## src/rtl/dkong_vram_arb_if.sv

```systemverilog
// dkong_vram_arb_if: CPU, hiscore and VRAM bus bundle for the VRAM arbiter.
// slave = arbiter side, master = surrounding system side.
interface dkong_vram_arb_if #(
  parameter int AW = 10,
  parameter int DW = 8
);
  logic [AW-1:0] I_CPU_AB;
  logic [DW-1:0] I_CPU_DB;
  logic          I_CPU_WRn;
  logic          I_CPU_RDn;
  logic [DW-1:0] O_CPU_DB;
  logic          O_CPU_WAITn;
  logic          I_HS_REQ;
  logic          I_HS_WE;
  logic [AW-1:0] I_HS_AB;
  logic [DW-1:0] I_HS_DB;
  logic          O_HS_ACK;
  logic [DW-1:0] O_HS_DB;
  logic [AW-1:0] O_RAM_AB;
  logic [DW-1:0] O_RAM_DB;
  logic          O_RAM_WE;
  logic [DW-1:0] I_RAM_DB;

  modport slave (
    input  I_CPU_AB, I_CPU_DB, I_CPU_WRn, I_CPU_RDn,
    input  I_HS_REQ, I_HS_WE, I_HS_AB, I_HS_DB,
    input  I_RAM_DB,
    output O_CPU_DB, O_CPU_WAITn,
    output O_HS_ACK, O_HS_DB,
    output O_RAM_AB, O_RAM_DB, O_RAM_WE
  );

  modport master (
    output I_CPU_AB, I_CPU_DB, I_CPU_WRn, I_CPU_RDn,
    output I_HS_REQ, I_HS_WE, I_HS_AB, I_HS_DB,
    output I_RAM_DB,
    input  O_CPU_DB, O_CPU_WAITn,
    input  O_HS_ACK, O_HS_DB,
    input  O_RAM_AB, O_RAM_DB, O_RAM_WE
  );
endinterface

```

## src/rtl/dkong_vram_arb.sv

```systemverilog
// dkong_vram_arb: per-tick slot arbiter for the 1Kx8 tile VRAM (video > CPU > hiscore).
// Define VRAM_ARB_STATS_EN to add the O_CONT_CNT video-contention counter.
module dkong_vram_arb #(
  parameter int AW       = 10,
  parameter int DW       = 8,
  parameter int MAX_WAIT = 15
) (
  input  logic       CLK_24M,
  input  logic       I_RSTn,
  input  logic       CLK_EN,
  input  logic [9:0] I_H_CNT,
  input  logic [7:0] I_VF_CNT,
  input  logic       I_FLIP,
  input  logic       I_CMPBLK,
  dkong_vram_arb_if.slave bus,
  output logic [7:0] O_TILE_CODE,
  output logic       O_ERR
`ifdef VRAM_ARB_STATS_EN
  ,
  output logic [15:0] O_CONT_CNT
`endif
);
  localparam int CW = $clog2(MAX_WAIT + 1);

  typedef enum logic [2:0] {
    IDLE,
    VID,
    CPU,
    HOLD,
    HS
  } state_t;

  state_t        state;
  state_t        state_nx;
  logic          cpu_done;
  logic          cpu_done_nx;
  logic [CW-1:0] wait_cnt;
  logic [DW-1:0] cpu_q;
  logic          vid_slot;
  logic          cpu_wr;
  logic          cpu_req;
  logic          cpu_go;
  logic          hs_go;
  logic          waitn;
  logic [AW-1:0] vid_ab;
  logic          unused;

  assign unused   = ^{I_H_CNT[9], I_VF_CNT[2:0]};
  assign vid_slot = I_CMPBLK & (I_H_CNT[3:0] == 4'h0);
  assign cpu_wr   = ~bus.I_CPU_WRn;
  assign cpu_req  = cpu_wr | ~bus.I_CPU_RDn;
  assign cpu_go   = cpu_req & ~cpu_done & ~vid_slot;
  // back-to-back hiscore grants are blocked while the ack is in flight
  assign hs_go    = bus.I_HS_REQ & (state != HS)
                  & ~vid_slot & ~cpu_go;
  assign waitn    = ~(cpu_req & ~cpu_done);
  assign vid_ab   = AW'({I_VF_CNT[7:3],
                         I_H_CNT[8:4] ^ {5{I_FLIP}}});

  assign bus.O_CPU_WAITn = waitn;
  assign bus.O_CPU_DB    = bus.I_CPU_RDn ? '0 : cpu_q;

  always_comb begin
    cpu_done_nx = cpu_done & cpu_req;
    state_nx    = cpu_done_nx ? HOLD : IDLE;
    unique case (1'b1)
      vid_slot: state_nx = VID;
      cpu_go: begin
        state_nx    = CPU;
        cpu_done_nx = 1'b1;
      end
      hs_go:   state_nx = HS;
      default: ;
    endcase
  end

  always_ff @(posedge CLK_24M or negedge I_RSTn) begin
    if (!I_RSTn) begin
      state        <= IDLE;
      cpu_done     <= 1'b0;
      wait_cnt     <= '0;
      O_ERR        <= 1'b0;
      cpu_q        <= '0;
      O_TILE_CODE  <= '0;
      bus.O_RAM_AB <= '0;
      bus.O_RAM_DB <= '0;
      bus.O_RAM_WE <= 1'b0;
      bus.O_HS_ACK <= 1'b0;
      bus.O_HS_DB  <= '0;
    end else begin
      bus.O_HS_ACK <= CLK_EN & (state == HS);
      if (CLK_EN) begin
        state        <= state_nx;
        cpu_done     <= cpu_done_nx;
        bus.O_RAM_WE <= 1'b0;
        if (state == VID)
          O_TILE_CODE <= bus.I_RAM_DB[7:0];
        if (state == CPU && !bus.O_RAM_WE)
          cpu_q <= bus.I_RAM_DB;
        if (state == HS)
          bus.O_HS_DB <= bus.I_RAM_DB;
        unique case (state_nx)
          VID: bus.O_RAM_AB <= vid_ab;
          CPU: begin
            bus.O_RAM_AB <= bus.I_CPU_AB;
            bus.O_RAM_WE <= cpu_wr;
            if (cpu_wr)
              bus.O_RAM_DB <= bus.I_CPU_DB;
          end
          HS: begin
            bus.O_RAM_AB <= bus.I_HS_AB;
            bus.O_RAM_WE <= bus.I_HS_WE;
            if (bus.I_HS_WE)
              bus.O_RAM_DB <= bus.I_HS_DB;
          end
          default: ;
        endcase
        if (waitn)
          wait_cnt <= '0;
        else if (wait_cnt != CW'(MAX_WAIT))
          wait_cnt <= wait_cnt + 1'b1;
        if (!waitn && wait_cnt == CW'(MAX_WAIT - 1))
          O_ERR <= 1'b1;
      end
    end
  end

`ifdef VRAM_ARB_STATS_EN
  always_ff @(posedge CLK_24M or negedge I_RSTn) begin
    if (!I_RSTn)
      O_CONT_CNT <= '0;
    else if (CLK_EN & vid_slot & cpu_req & ~cpu_done
             & ~&O_CONT_CNT)
      O_CONT_CNT <= O_CONT_CNT + 16'd1;
  end
`endif
endmodule
```

## src/flat_wrapper.sv

```systemverilog
// flat-port wrapper written by rule: the top's interface ports become plain ports
module dkong_vram_arb_flat 
#(
  parameter int AW       = 10,
  parameter int DW       = 8,
  parameter int MAX_WAIT = 15
)
  (CLK_24M, I_RSTn, CLK_EN, I_H_CNT, I_VF_CNT, I_FLIP, I_CMPBLK, O_TILE_CODE, O_ERR, bus_I_CPU_AB, bus_I_CPU_DB, bus_I_CPU_WRn, bus_I_CPU_RDn, bus_I_HS_REQ, bus_I_HS_WE, bus_I_HS_AB, bus_I_HS_DB, bus_I_RAM_DB, bus_O_CPU_DB, bus_O_CPU_WAITn, bus_O_HS_ACK, bus_O_HS_DB, bus_O_RAM_AB, bus_O_RAM_DB, bus_O_RAM_WE);
  dkong_vram_arb_if #(.AW(AW), .DW(DW)) bus_i ();
  input  logic CLK_24M;
  input  logic I_RSTn;
  input  logic CLK_EN;
  input  logic [9:0] I_H_CNT;
  input  logic [7:0] I_VF_CNT;
  input  logic I_FLIP;
  input  logic I_CMPBLK;
  output logic [7:0] O_TILE_CODE;
  output logic O_ERR;
  input wire logic [$bits(bus_i.I_CPU_AB)-1:0] bus_I_CPU_AB;
  input wire logic [$bits(bus_i.I_CPU_DB)-1:0] bus_I_CPU_DB;
  input wire logic [$bits(bus_i.I_CPU_WRn)-1:0] bus_I_CPU_WRn;
  input wire logic [$bits(bus_i.I_CPU_RDn)-1:0] bus_I_CPU_RDn;
  input wire logic [$bits(bus_i.I_HS_REQ)-1:0] bus_I_HS_REQ;
  input wire logic [$bits(bus_i.I_HS_WE)-1:0] bus_I_HS_WE;
  input wire logic [$bits(bus_i.I_HS_AB)-1:0] bus_I_HS_AB;
  input wire logic [$bits(bus_i.I_HS_DB)-1:0] bus_I_HS_DB;
  input wire logic [$bits(bus_i.I_RAM_DB)-1:0] bus_I_RAM_DB;
  output wire logic [$bits(bus_i.O_CPU_DB)-1:0] bus_O_CPU_DB;
  output wire logic [$bits(bus_i.O_CPU_WAITn)-1:0] bus_O_CPU_WAITn;
  output wire logic [$bits(bus_i.O_HS_ACK)-1:0] bus_O_HS_ACK;
  output wire logic [$bits(bus_i.O_HS_DB)-1:0] bus_O_HS_DB;
  output wire logic [$bits(bus_i.O_RAM_AB)-1:0] bus_O_RAM_AB;
  output wire logic [$bits(bus_i.O_RAM_DB)-1:0] bus_O_RAM_DB;
  output wire logic [$bits(bus_i.O_RAM_WE)-1:0] bus_O_RAM_WE;
  assign bus_i.I_CPU_AB = bus_I_CPU_AB;
  assign bus_i.I_CPU_DB = bus_I_CPU_DB;
  assign bus_i.I_CPU_WRn = bus_I_CPU_WRn;
  assign bus_i.I_CPU_RDn = bus_I_CPU_RDn;
  assign bus_i.I_HS_REQ = bus_I_HS_REQ;
  assign bus_i.I_HS_WE = bus_I_HS_WE;
  assign bus_i.I_HS_AB = bus_I_HS_AB;
  assign bus_i.I_HS_DB = bus_I_HS_DB;
  assign bus_i.I_RAM_DB = bus_I_RAM_DB;
  assign bus_O_CPU_DB = bus_i.O_CPU_DB;
  assign bus_O_CPU_WAITn = bus_i.O_CPU_WAITn;
  assign bus_O_HS_ACK = bus_i.O_HS_ACK;
  assign bus_O_HS_DB = bus_i.O_HS_DB;
  assign bus_O_RAM_AB = bus_i.O_RAM_AB;
  assign bus_O_RAM_DB = bus_i.O_RAM_DB;
  assign bus_O_RAM_WE = bus_i.O_RAM_WE;
  dkong_vram_arb #(.AW(AW), .DW(DW), .MAX_WAIT(MAX_WAIT)) u_core (.CLK_24M(CLK_24M), .I_RSTn(I_RSTn), .CLK_EN(CLK_EN), .I_H_CNT(I_H_CNT), .I_VF_CNT(I_VF_CNT), .I_FLIP(I_FLIP), .I_CMPBLK(I_CMPBLK), .bus(bus_i), .O_TILE_CODE(O_TILE_CODE), .O_ERR(O_ERR));
endmodule
```

## config.mk

```make
export PLATFORM = sky130hd
export DESIGN_NAME = dkong_vram_arb_flat
export DESIGN_NICKNAME = d
export VERILOG_FILES = /design/src/rtl/dkong_vram_arb_if.sv /design/src/rtl/dkong_vram_arb.sv /design/src/flat_wrapper.sv
export SDC_FILE = /design/constraint.sdc
export NUM_CORES = 1
export LEC_CHECK = 0
export ABC_CLOCK_PERIOD_IN_PS = 1700
export CAP_MARGIN = 25
export CORE_MARGIN = 4
export CORE_UTILIZATION = 25
export DETAILED_ROUTE_END_ITERATION = 12
export PLACE_DENSITY_LB_ADDON = 0.25
export SYNTH_ARGS = -nofsm -noshare
export SYNTH_HDL_FRONTEND = slang
export SYNTH_SLANG_ARGS = --single-unit
```

## constraint.sdc

```tcl
create_clock -name CLK_24M -period 1.7 [get_ports CLK_24M]
set_input_delay 0.425 -clock CLK_24M [delete_from_list [all_inputs] [get_ports CLK_24M]]
set_output_delay 0.425 -clock CLK_24M [all_outputs]
set_load 0.01 [all_outputs]
```

* Yosys cells after proc, flatten, opt, wreduce, memory -nomap -nowiden
Cells that the tools add are included.
** Storage, ports and cells
- Bits in latches :: 0
- Memory bits (writable) :: 0
- ROM bits :: 0
- Register bits :: 53
- Output and inout bits :: 46
- Logic and storage cells :: 64
- Memories :: 0
- Input bits :: 71
** Cells by class
- $lt $le $gt $ge :: 0
- Add/sub/neg operators :: 1
- Multiplexer cells :: 11
- Multiply operators :: 0
- Shift-type cells :: 0
- Divide/modulo/power cells :: 0
- Equal/unequal tests :: 12
- Reductions and logical operators :: 13
- Bitwise operators :: 16
** Operators with widths (count)
- one-hot mux 10 bit (3 select lines) :: 1
- two-way mux 8 bit :: 3
- one-hot mux 8 bit (2 select lines) :: 1
- AND reduction 2 bit :: 6
- one-hot mux 3 bit (3 select lines) :: 1
- bitwise AND 1 bit :: 8
- two-way mux 4 bit :: 2
- == test 3 x 1 -> 1 bit (second input constant) :: 2
- == test 3 x 2 -> 1 bit (second input constant) :: 2
- == test 3 bit (second input constant) :: 2
- inequality test 2 bit (second input constant) :: 3
- inverter 1 bit :: 6
- bitwise XOR 5 bit :: 1
- adder 4 x 1 -> 4 bit (second input constant) :: 1
- == test 4 bit (second input constant) :: 1
- logical NOT 4 bit :: 1
- inequality test 4 bit (second input constant) :: 1
- AND reduction 4 bit :: 1
- inequality test 3 bit (second input constant) :: 1
- nonzero test 3 bit :: 1
- logical AND 1 bit :: 2
- two-way mux 2 bit :: 1
- one-hot mux 1 bit (2 select lines) :: 1
- nonzero test 2 bit :: 1
- other kinds (3) :: 3

* Longest topological paths before layout
- Word-level depth :: 10
- Mapped depth :: 6
- Gate-level depth less buffers :: 5

* Least setup slack after synthesis
No wires, ideal clock.
- Path type :: register to register
- Start :: register u_core.state[1]
- End :: register u_core.bus.O_RAM_DB[6]
- Required time :: 1.575 ns
- Clock period less this slack :: 1.838 ns
- Path slack :: -0.138 ns
- Library setup time :: 0.125 ns
- Path buffers :: 1
- Arrival time :: 1.713 ns
- Cell stages (with the launch flop) :: 6
- Cells stage by stage :: dfrtp_1 -> or3b_4 -> nand3_4 -> buf_6 -> mux2_1 -> mux2_2
** Between the ends
- Cells in the longest elaborated chain, start to end :: 8
- Elaborated cells between the ends (all ways) :: 12
- Those cells by class :: eq/ne (5); mux (2); bitwise (3); reduce/logical (2)
** Ends and longest elaborated chain
- from (decl) :: line dkong_vram_arb.sv:33 : state_t state;
- from (signal assigned) :: line dkong_vram_arb.sv:93 : state <= state_nx;
- inequality test 3 bit (*) :: line dkong_vram_arb.sv:54 : assign hs_go = bus.I_HS_REQ & (state != HS)
- bitwise AND 1 bit (*) :: line dkong_vram_arb.sv:54
- bitwise AND 1 bit (*) (2 in a row) :: line dkong_vram_arb.sv:55 : & ~vid_slot & ~cpu_go;
- one-hot mux 3 bit (3 select lines) (*) :: line dkong_vram_arb.sv:66 : unique case (1'b1)
- == test 3 bit or == test 3 x 2 -> 1 bit (tied branches) :: line dkong_vram_arb.sv:102 : unique case (state_nx)
- inequality test 2 bit (no source line) or nonzero test 2 bit (tied branches)
- AND reduction 4 bit (no source line)
- to (signal assigned) :: line dkong_vram_arb.sv:108 : bus.O_RAM_DB <= bus.I_CPU_DB;
- to (signal assigned) :: line dkong_vram_arb.sv:114 : bus.O_RAM_DB <= bus.I_HS_DB;
- to (decl) :: line dkong_vram_arb_if.sv:30 : output O_RAM_AB, O_RAM_DB, O_RAM_WE
Mark *: on every way between the ends. The rest lies on a longest branch, timed or not.
A chain may end at the register's enable or synchronous reset.

* Final worst setup path
Same ends and word-level chain as after synthesis.

==> results.cfg <==
[run_status]
status = complete, but fails checks
violations = setup timing

[worst_setup_path]
worstPathArrival_ps = 1930
critPathKind = reg -> reg
crit_path_end_kind = register
path_max_fanout = 9
start_kind = register
crit_required_ps = 1900
rrSetupSlack_ps = -30

[logic_synthesis]
synth_top_cell_area_share_pct = 49.9
async_flop_share_pct = 100
synth_top_area_cell = dfrtp_1
syn_nets = 288
syn_inst = 215
synth_warnings = 0
synth.top_cells.by_count = 53 x dfrtp_1, 40 x mux2_2, 17 x nand2_1
ys_seq_area_share_pct = 49.9
ys_ff_latch = 53
yosys-top-cells-area = dfrtp_1 50%, mux2_2 17%, nand2_1 2.4%
syn-mean-instance-area_um2 = 12.4
yosysMostFrequentCell = dfrtp_1
ys.flop_type = dfrtp_1
ys_types = 43
synth_area_um2 = 2660
synth_edf_count = 0

[power]
irDropWorstVdd_mv = 0.513
power.total_uw = 4380
power.leakage_uw = 0.00185
power_density_nw_per_um2 = 1010

[sta]
setup_viol = 8
fin_ws_ps = -34.2
slew_headroom_pct = 75.4
tightest_slew_ps = 365
clock.fmax_mhz = 577
maxSlewViolCount = 0
fin_skew_ps = 4.90
rsz0062_at_grt = true
period_minus_slack_ps = 1730
hold_viol = 0
post-route-period-util_pct = 102

[layout]
drive_above_1_share_pct = 30.6
nets = 432
diodes = 0
areaGrowthSynthToFinish_pct = 63.4

[grt]
grt_usage_pct = 12.4
grt_pass1_wl_mm = 12.6
grt_remaining_overflow = 0
grt_max_degree = 45
grt_pass1_vias = 2419
grt_antenna_before_repair = 0

[place]
io_buffers = 112
pre_cts_ws_ps = -521
dp_hpwl_mm = 5.51
routabilityCongestion = 0.781

[clocking]
cts_tree = yes
clk_latency_ps = 300
clock_path_buffers = 2
clock_sink_count = 53
clk_pin_slew_ps = 100
cts_buffers = 5
htree_levels = 2
cts_root_buf = clkbuf_8

[drt]
ant_nets = 0
routed_wl_mm = 7.46
avgViaCountPerCell = 4.51
wl_per_cell_um = 15.0
drt-initial-drc-count = 99
vias = 2235
dr.pass1.iters = 4
drcViolationCount = 0

[die]
pin_count = 117
die_y_um = 111
start_util_pct = 25.7
num_rows = 37
dieArea_um2 = 12300
fp.dieW_um = 111
core_area_um2 = 10300

[run]
drv_cap = 0

[worst_hold_path]
hp-class = reg -> reg
## logic make-up (layout without fill, tap and decap cells)
logic type               count (synthesis)  count (layout)  synth area share [%]
XOR/XNOR                                 5               5                  1.65
adder cells (fa/ha/maj)                  2               2                 0.941
AO/OA/AOI/OAI                           41              41                  12.4
multiplexers                            41              41                  17.4
buffers and inverters                   18             162                  4.52
flip-flops                              53              53                  49.9
AND/OR/NAND/NOR                         55              56                  13.2
## per-stage QoR
stage | cell area (um^2) | cells | hold WS, ps | TNS, ps | utilization (%)
after floorplan | 2670 | 215 | 129 | -77.1 | -
after global placement | 4130 | 483 | 311 | -21660 | 40.0
after detailed placement | 4130 | 483 | 318 | -22090 | 40.0
after CTS | 4290 | 495 | 502 | -289 | 41.6
after global routing | 4340 | 496 | 513 | -670 | 42.1
final | 4340 | 496 | 494 | -111 | 42.1
## report_power, final
part	internal (uW)	switching, uW
registers	1640	192
clock network	339	438
logic	1120	644
total	3100	1270
## worst max-delay path: stages, from the launching register on
cell     delay [ps]
dfrtp_2         420
or3b_4          470
a41oi_4         260
nor3_4           60
buf_12          140
mux2_4          290
## what timing repair did
item                       4_1_cts  5_1_grt
pin swaps                        5        8
setup endpoints to repair       42       28
resized for setup               31       26
setup buffers                    3        2
hold buffers                     1        0
hold endpoints to repair         9        0
gates cloned                     1        0
## cells in the final DEF, fill, tap and decap left out, drive strengths merged, types with 5 or more instances in the layout
cell,Yosys,routed
a32oi,5,5
clkdlybuf4s50,0,89
clkbuf,8,12
dfrtp,53,53
nand2,17,17
dlygate4sd2,0,8
nand2b,6,6
nand3,7,8
mux2,41,41
o21ai,6,6
inv,7,8
o311ai,5,5
nor2b,8,8
buf,2,35
a21oi,10,10
dlymetal6s2s,0,5
## registers in the layout, summed over array words and instances (netlist names)
| signal | flops |
|---|---|
| u_core.O_ERR | 1 |
| u_core.O_TILE_CODE | 8 |
| u_core.bus.O_HS_ACK | 1 |
| u_core.bus.O_HS_DB | 8 |
| u_core.bus.O_RAM_AB | 10 |
| u_core.bus.O_RAM_DB | 8 |
| u_core.bus.O_RAM_WE | 1 |
| u_core.cpu_done | 1 |
| u_core.cpu_q | 8 |
| u_core.state | 3 |
| u_core.wait_cnt | 4 |
## layer usage
metal  vias up  GRT usage (%)  part of all wire, %
li1       1080              -                    -
met4         0           2.68                 0.64
met5         -              0                    0
met1      1071           16.5                   46
met3         2           4.09                  8.2
met2        82           19.6                   45
## worst paths after layout
path                                  from                     end  cells past startpoint
max                        u_core.state[1]  u_core.bus.O_RAM_DB[6]                      5
min                           u_core.O_ERR            u_core.O_ERR                      1
max reg2reg                u_core.state[1]  u_core.bus.O_RAM_DB[6]                      5
min reg2reg                   u_core.O_ERR            u_core.O_ERR                      1
max in group asynchronous           I_RSTn         u_core.state[1]                      3
min in group asynchronous           I_RSTn  u_core.bus.O_RAM_AB[0]                      2
## area by class of cell
class	count	area (um^2)
clock inverters	2	17.5
fillers	993	5980
multi-input cells	145	1300
flip-flops and latches	53	1330
repair buffers	146	1410
clock buffers	6	82.6
inverters	8	35.0
well taps	136	170
No activity file was read; power rests on OpenSTA's default activity.
